`src/rtl/tt_proj_sel.sv`:
```
// tt_proj_sel: project selector with break-before-make enable switching and registered output mux
module tt_proj_sel #(
  parameter int N_PROJ = 16,
  parameter int ADDR_W = 4,
  parameter int GUARD  = 4
) (
  input  logic                   clk,
  input  logic                   rst_n,
  input  logic                   sel_inc,
  input  logic                   sel_clr,
  input  logic                   pad_rst_n,
  input  logic [7:0]             ui_in,
  input  logic [7:0]             uio_in,
  input  logic [N_PROJ*24-1:0]   ow_all,
  output logic [17:0]            iw,
  output logic [N_PROJ-1:0]      ena,
  output logic [7:0]             uo_out,
  output logic [7:0]             uio_out,
  output logic [7:0]             uio_oe,
  output logic [ADDR_W-1:0]      cur_addr,
  output logic                   busy
);
  localparam logic [0:0] SWITCH = 1'b0;
  localparam logic [0:0] ACTIVE = 1'b1;
  localparam int CW = $clog2(GUARD) + 1;
  logic [2:0] inc_s, clr_s;
  logic inc_ev, clr_ev, ev, proj_rst_n;
  logic [0:0] state;
  logic [CW-1:0] cnt;
  logic [ADDR_W-1:0] addr, nxt_addr;
  logic [23:0] sel_w;
  // Synchronizers keep sampling through reset so a pin held high never looks like a fresh edge.
  always_ff @(posedge clk) begin
    inc_s <= {inc_s[1:0], sel_inc};
    clr_s <= {clr_s[1:0], sel_clr};
  end
  always_comb begin
    ev = inc_ev | clr_ev;
    nxt_addr = clr_ev ? '0 : (addr == ADDR_W'(N_PROJ - 1)) ? '0 : addr + 1'b1;
    sel_w = ow_all[addr*24 +: 24];
  end
  always_ff @(posedge clk) begin
    if (!rst_n) begin
      inc_ev <= 1'b0;
      clr_ev <= 1'b0;
      state <= SWITCH;
      cnt <= '0;
      addr <= '0;
      ena <= '0;
      {uio_oe, uio_out, uo_out} <= '0;
    end else begin
      inc_ev <= inc_s[1] & ~inc_s[2];
      clr_ev <= clr_s[1] & ~clr_s[2];
      {uio_oe, uio_out, uo_out} <= (state == ACTIVE) ? sel_w : '0;
      if (ev) begin
        state <= SWITCH;
        cnt <= '0;
        addr <= nxt_addr;
        ena <= '0;
      end else if (state == SWITCH) begin
        cnt <= cnt + 1'b1;
        if (cnt == CW'(GUARD - 1)) begin
          state <= ACTIVE;
          ena <= N_PROJ'(1) << addr;
        end
      end
    end
  end
  assign proj_rst_n = pad_rst_n & (state == ACTIVE);
  assign iw = {uio_in, ui_in, proj_rst_n, clk};
  assign cur_addr = addr;
  assign busy = (state == SWITCH);
endmodule

```
`config.mk`:
```
export PLATFORM = sky130hd
export DESIGN_NAME = tt_proj_sel
export DESIGN_NICKNAME = d
export VERILOG_FILES = /design/src/rtl/tt_proj_sel.sv
export SDC_FILE = /design/constraint.sdc
export NUM_CORES = 1
export LEC_CHECK = 0
export CAP_MARGIN = 25
export CORE_AREA = 2 2 183 185
export CTS_BUF_LIST = sky130_fd_sc_hd__clkbuf_8
export CTS_CLUSTER_DIAMETER = 120
export CTS_CLUSTER_SIZE = 12
export DETAILED_ROUTE_END_ITERATION = 8
export DIE_AREA = 0 0 185 187
export PLACE_DENSITY = 0.53
export SYNTH_ARGS = -nofsm -noshare
export SYNTH_HDL_FRONTEND = slang
export SYNTH_SLANG_ARGS = --single-unit
```
`constraint.sdc`:
```
create_clock -name clk -period 1.6 [get_ports clk]
set_clock_uncertainty 0.1 [all_clocks]
set_input_delay 0.48 -clock clk [delete_from_list [all_inputs] [get_ports clk]]
set_output_delay 0.48 -clock clk [all_outputs]
set_load 0.03 [all_outputs]
```
==> impl_metrics.ini, run 1 <==
[outcome]
outcome = finished with violations
violations = setup timing

[yosys]
synth_area_sq_um = 5180
synth.distinct_cells = 37
syn-num-nets = 964
yosysWarningCount = 0
syn_avg_cell_area_sq_um = 9.40
ys_ff_latch = 56
ys_seq_area_frac = 0.216
syn_inst = 551

[worst_setup_path]
r2r_cells = 7
path_class = flop to flop
path_cells = clkbuf_16, clkbuf_16, mux2_1, o22ai_1, buf_4, or3_4, o21ai_1
cp_max_fo = 5
endpoint_kind = flop
cp_common_cell = clkbuf_16
path_depth = 7
crit_family = buffers and inverters
startpoint_type = flop
path_buf_inv = 3
required_ns = 1.86
arrival_ns = 2.03
critPathSlowestCell = dfxtp_4
slowest_delay_ns = 0.45

[cells_and_area]
syn_to_final_growth_pct = 141
drive_above_1_share = 0.387
antenna_cells = 0
design_area_sq_um = 12500
layout.cells.non_filler = 1512
nNetsFinal = 1476

[placed_design]
dp.cells = 1455
dpl_cell_area_sq_um = 10700
globalplace.congestion = 0.822
dpl.hpwl_mm = 23.8
io_buffer_count = 435
pre_cts_slack_ns = -0.551

[floorplanning]
dieArea_sq_um = 34600
core_sq_um = 32900
rows = 67
initial_core_util = 0.158
die_h_microns = 187
die_x_microns = 185
ioPinCount = 468

[global_routing]
grt-ovfl-total = 0
antenna_found_initial = 0
grt_start_max_net_pins = 26
grt_pass1_wl_mm = 43.3
track_usage = 0.170
grt_pass1_vias = 6785

[timing]
slew_viol_final = 0
setup_ws_ns = -0.171
fmax_mhz = 564
relSlewSlack = 0.737
fin_crit_sh = 1.11
hold_viol_final = 0
min_period_ns = 1.77
tns_ns = -3.21
setup_viol = 35
worst_slew_pin_slew_ns = 0.395
grt_setup_unrepaired = true

[hold_path]
min_path_cells = 0
hold_path.class = flop to flop

[routing]
drcViolationCount = 0
viasPerCell = 4.34
postRouteAntennaNets = 0
wirelength_mm = 32.5
routedWlPerCell_microns = 21.5
first_pass_iters = 4
vias = 6557
drt-initial-drc-count = 258

[clocking]
clkTransAtPathRegs_ns = 0.13
cts_tree = built
clock_latency_ns = 0.45

[power]
powerDensity_nw_per_um2 = 365
p_leak_uw = 0.00461
total_power_uw = 4550
peakVddDrop_mv = 0.531

[job]
drv_cap = 0
[Yosys cell counts, drive strengths merged]
library cell	instances	area, sq um
or3	23	144
nand3b	2	15.0
inv	5	18.8
mux2i	48	480
or2	2	12.5
or4	1	7.51
nor2b	3	18.8
and3	3	18.8
mux2	96	1080
and3b	2	17.5
o21ai	24	120
ha	8	100
nor3	3	15.0
nor2	46	173
clkbuf	14	53.8
mux4	25	563
nand2b	5	31.3
and2	1	6.26
nor3b	2	15.0
nand2	27	101
a22oi	35	263
nand3	6	30.0
xor2	1	8.76
buf	56	414
o22ai	48	300
a21oi	8	40.0
dfxtp	56	1120
a2bb2oi	1	8.76
[power breakdown]
group / total, uW / switching, uW / internal, uW
sequential: 1430 / 20.1 / 1410
clock: 1230 / 720 / 509
combinational: 1890 / 549 / 1340
[area by class of cell]
class                   instances  area (sq um)
flip-flops and latches         56          1160
clock inverters                 3          28.8
well taps                     448           561
clock buffers                   8           111
inverters                       5          21.3
multi-input cells             420          4280
fillers                      3288         20400
repair buffers                572          6300
[routing by layer]
metal,track usage,up-vias,wire (microns)
li1,-,3087,-
met1,0.222,3147,14000
met2,0.285,288,15500
met3,0.0370,35,2230
met4,0.0421,0,680
met5,0,-,0
[placed cells by master, fill, tap and decap left out, types with 4 or more instances in the layout]
cell type        instances
o22ai_4                  6
a22oi_1                 30
nand2_1                 23
mux2_1                  32
o21ai_2                 11
mux4_2                  25
buf_12                  45
o22ai_1                 17
dfxtp_4                  5
dfxtp_1                 33
o22ai_2                 25
or3_4                   19
nor2_1                  37
buf_4                   88
buf_8                   14
mux2_2                  37
clkbuf_16                7
clkbuf_8                 7
o21ai_1                 13
buf_16                   8
mux2i_1                 48
dfxtp_2                 18
mux2_4                  27
clkdlybuf4s50_1        387
a22oi_2                  5
a21oi_1                  6
or3_1                    4
buf_6                   23
nor2_2                   6
[final timing paths]
kind	start	to	slack, ns
hold / removal	inc_s[0]$_DFF_P_	inc_s[1]$_DFF_P_	0.24
setup reg to reg	cur_addr[0]$_SDFFE_PN0P_	uio_out[3]$_SDFF_PN0_	-0.17
setup / recovery	cur_addr[0]$_SDFFE_PN0P_	uio_out[3]$_SDFF_PN0_	-0.17
hold reg to reg	inc_s[0]$_DFF_P_	inc_s[1]$_DFF_P_	0.24
[repair_timing]
item / CTS / global route
endpoints found under the hold margin: 0 / 0
resized for setup: 97 / 158
cloned: 7 / 7
hold buffers: 0 / 0
buffers inserted: 28 / 20
pin swaps: 7 / 38
endpoints found under the setup margin: 46 / 63
[flip-flops by register name (all words and copies together), names as in the netlist]
register	flops
uio_oe	8
ena	16
uo_out	8
inc_ev	1
uio_out	8
cur_addr	4
clr_s	3
cnt	3
clr_ev	1
state	1
inc_s	3
[worst reg2reg max path: cells and delay by family, from the launching register on]
kind                   cells  cell delay, ns
multiplexers               1            0.31
buffers and inverters      3            0.48
AND/OR/NAND/NOR            1            0.11
AO/OA/AOI/OAI              2            0.23
flip-flops                 1            0.45
[metrics by stage]
stage,util,hold slack (ns)
6_report,0.379,0.242
5_1_grt,0.379,0.250
4_1_cts,0.354,0.245
3_5_place_dp,0.326,0.215
3_3_place_gp,0.326,0.214
2_1_floorplan,-,0.210
[cells by family after synthesis]
| group | after synthesis | synth area share |
|---|---|---|
| muxes | 169 | 0.410 |
| AOI/OAI and AO/OA | 116 | 0.141 |
| and+or+nand+nor | 126 | 0.117 |
| adders and majority gates | 8 | 0.0193 |
| xor gates and xnor gates | 1 | 0.00169 |
| DFF | 56 | 0.216 |
| buffers and inverters | 75 | 0.0940 |
No activity file was read; power rests on OpenSTA's default activity.
==> run 2: changes to the inputs <==
- CORE_AREA: 2 2 183 185 -> 2 2 180 182
- DIE_AREA: 0 0 185 187 -> 0 0 182 184
- PLACE_DENSITY: 0.53 -> 0.52
- clock period: 1.6 -> 1.8 ns (I/O delays scaled with it)
==> impl_metrics.ini, run 2 (synthesis gave the netlist of run 1 again) <==
[outcome]
outcome = completed

[hold_path]
min_path_cells = 0
hold_path_startpoint = clr_s[0]$_DFF_P_
hold_path.class = flop to flop
hold_end = clr_s[1]$_DFF_P_

[power]
powerDensity_nw_per_um2 = 352
peakVddDrop_mv = 0.608
p_comb_frac = 0.399
p_leak_uw = 0.00390
p_sw_uw = 1050
clkPwrFrac = 0.270
seqPwrFrac = 0.331
p_sw_frac = 0.275
power.internal_uw = 2780

[clocking]
clock_latency_ns = 0.45
clkTransAtPathRegs_ns = 0.12
cts_tree = built
hold_buffers = 0

[routing]
postRouteAntennaNets = 0
met2_length_mm = 14.2
vias = 6115
wl_met1_mm = 13.1
top_layer = met5
route.met3.wl_mm = 2.15
wirelength_mm = 29.7
drt-initial-drc-count = 195
first_pass_iters = 4
viasPerCell = 4.34
drcViolationCount = 0
routedWlPerCell_microns = 21.1

[timing]
min_period_ns = 1.79
grt_setup_unrepaired = true
worst_slew_pin_slew_ns = 0.377
hold_viol_final = 0
fin_crit_sh = 0.993
slew_viol_final = 0
fmax_mhz = 559
tns_ns = 0
setup_viol = 0
setup_ws_ns = 0.0126
relSlewSlack = 0.749

[cells_and_area]
layout_common_cells = clkdlybuf4s50_1 (387), buf_4 (58), dfxtp_1 (51), mux2_2 (48), mux2i_1 (47)
finish.utilization = 0.347
multi_input_area_sq_um = 3840
nFillCells = 3252
top_register = ena
design_area_sq_um = 10900
drive_above_1_share = 0.263
largest_register_ff_count = 16
nNetsFinal = 1418
final_common_cell = clkdlybuf4s50_1
syn_to_final_growth_pct = 111
register_area_sq_um = 1140

[job]
drv_cap = 0

[placed_design]
globalplace.congestion = 0.796
io_buffer_count = 435
dpl.hpwl_mm = 24.0
pre_cts_slack_ns = -0.444
dpl_cell_area_sq_um = 10200

[floorplanning]
initial_core_util = 0.165
dieArea_sq_um = 33500
ioPinCount = 468
rows = 65
die_h_microns = 184
die_x_microns = 182
core_sq_um = 31400

[worst_setup_path]
critPathSlowestCell = dfxtp_4
r2r-end = uo_out[2]$_SDFF_PN0_
cp_max_fo = 16
r2r_cells = 6
path_cells = buf_4, buf_12, mux2_1, o22ai_1, or3_1, o21ai_1
startpoint_type = flop
required_ns = 2.05
reg2reg_slack_ns = 0.01
rr_startpoint = cur_addr[0]$_SDFFE_PN0P_
arrival_ns = 2.04
path_class = flop to flop
slowest_delay_ns = 0.43
endpoint_kind = flop

[global_routing]
track_usage = 0.168
grt-ovfl-total = 0
grt_pass1_vias = 6493
antenna_found_initial = 3
grt_start_max_net_pins = 25
grt_pass1_wl_mm = 41.6
-- run 2: cell type report --
class                   instances  area share
repair buffers                514       0.482
clock buffers                   8     0.00987
multi-input cells             420       0.353
diodes                          1    0.000229
clock inverters                 3     0.00264
well taps                     402      0.0461
inverters                       5     0.00172
flip-flops and latches         56       0.105
-- run 2: how the worst max path moves through the flow --
stage                                        start               endpoint  slack (ns)  cells after the start
final                     cur_addr[0]$_SDFFE_PN0P_   uo_out[2]$_SDFF_PN0_        0.01                      6
after global routing      cur_addr[0]$_SDFFE_PN0P_  uio_out[4]$_SDFF_PN0_       -0.05                      7
after CTS                 cur_addr[0]$_SDFFE_PN0P_  uio_out[3]$_SDFF_PN0_       -0.04                      7
after global placement                  ow_all[34]  uio_out[2]$_SDFF_PN0_       -0.48                      5
after floorplan           cur_addr[2]$_SDFFE_PN0P_   uio_oe[0]$_SDFF_PN0_        0.02                      7
after detailed placement                ow_all[34]  uio_out[2]$_SDFF_PN0_       -0.44                      5
-- run 2: through the flow --
step	instances	total power, uW	hold slack [ns]
after CTS	1404	3870	0.241
after detailed placement	1373	2850	0.215
after global placement	1373	2840	0.212
after global routing	1408	4060	0.244
final	1409	3840	0.237
after floorplan	551	1870	0.210
-- run 2: critical path, delay by kind of cell (launching register included) --
family,cells,cell delay [ns]
muxes,1,0.33
buffers and inverters,2,0.29
AOI/OAI and AO/OA,2,0.38
and+or+nand+nor,1,0.17
DFF,1,0.43
-- run 2: timing repair --
action | CTS | global route
gates cloned | 3 | 2
resized for setup | 149 | 60
pin swaps | 0 | 7
setup endpoints to repair | 46 | 47
buffers inserted | 18 | 2
-- run 2: power by group through the flow --
stage | clock network [uW] | registers [uW] | logic (uW)
2_1_floorplan | 83.2 | 1310 | 479
3_3_place_gp | 92.5 | 1310 | 1440
3_5_place_dp | 92.5 | 1310 | 1450
4_1_cts | 1090 | 1270 | 1510
5_1_grt | 1140 | 1270 | 1640
6_report | 1040 | 1270 | 1530
-- run 2: routing by layer --
layer / track usage / vias to the layer above
met3: 0.0380 / 17
li1: - / 2973
met2: 0.286 / 249
met1: 0.219 / 2874
met4: 0.0303 / 2
met5: 0 / -
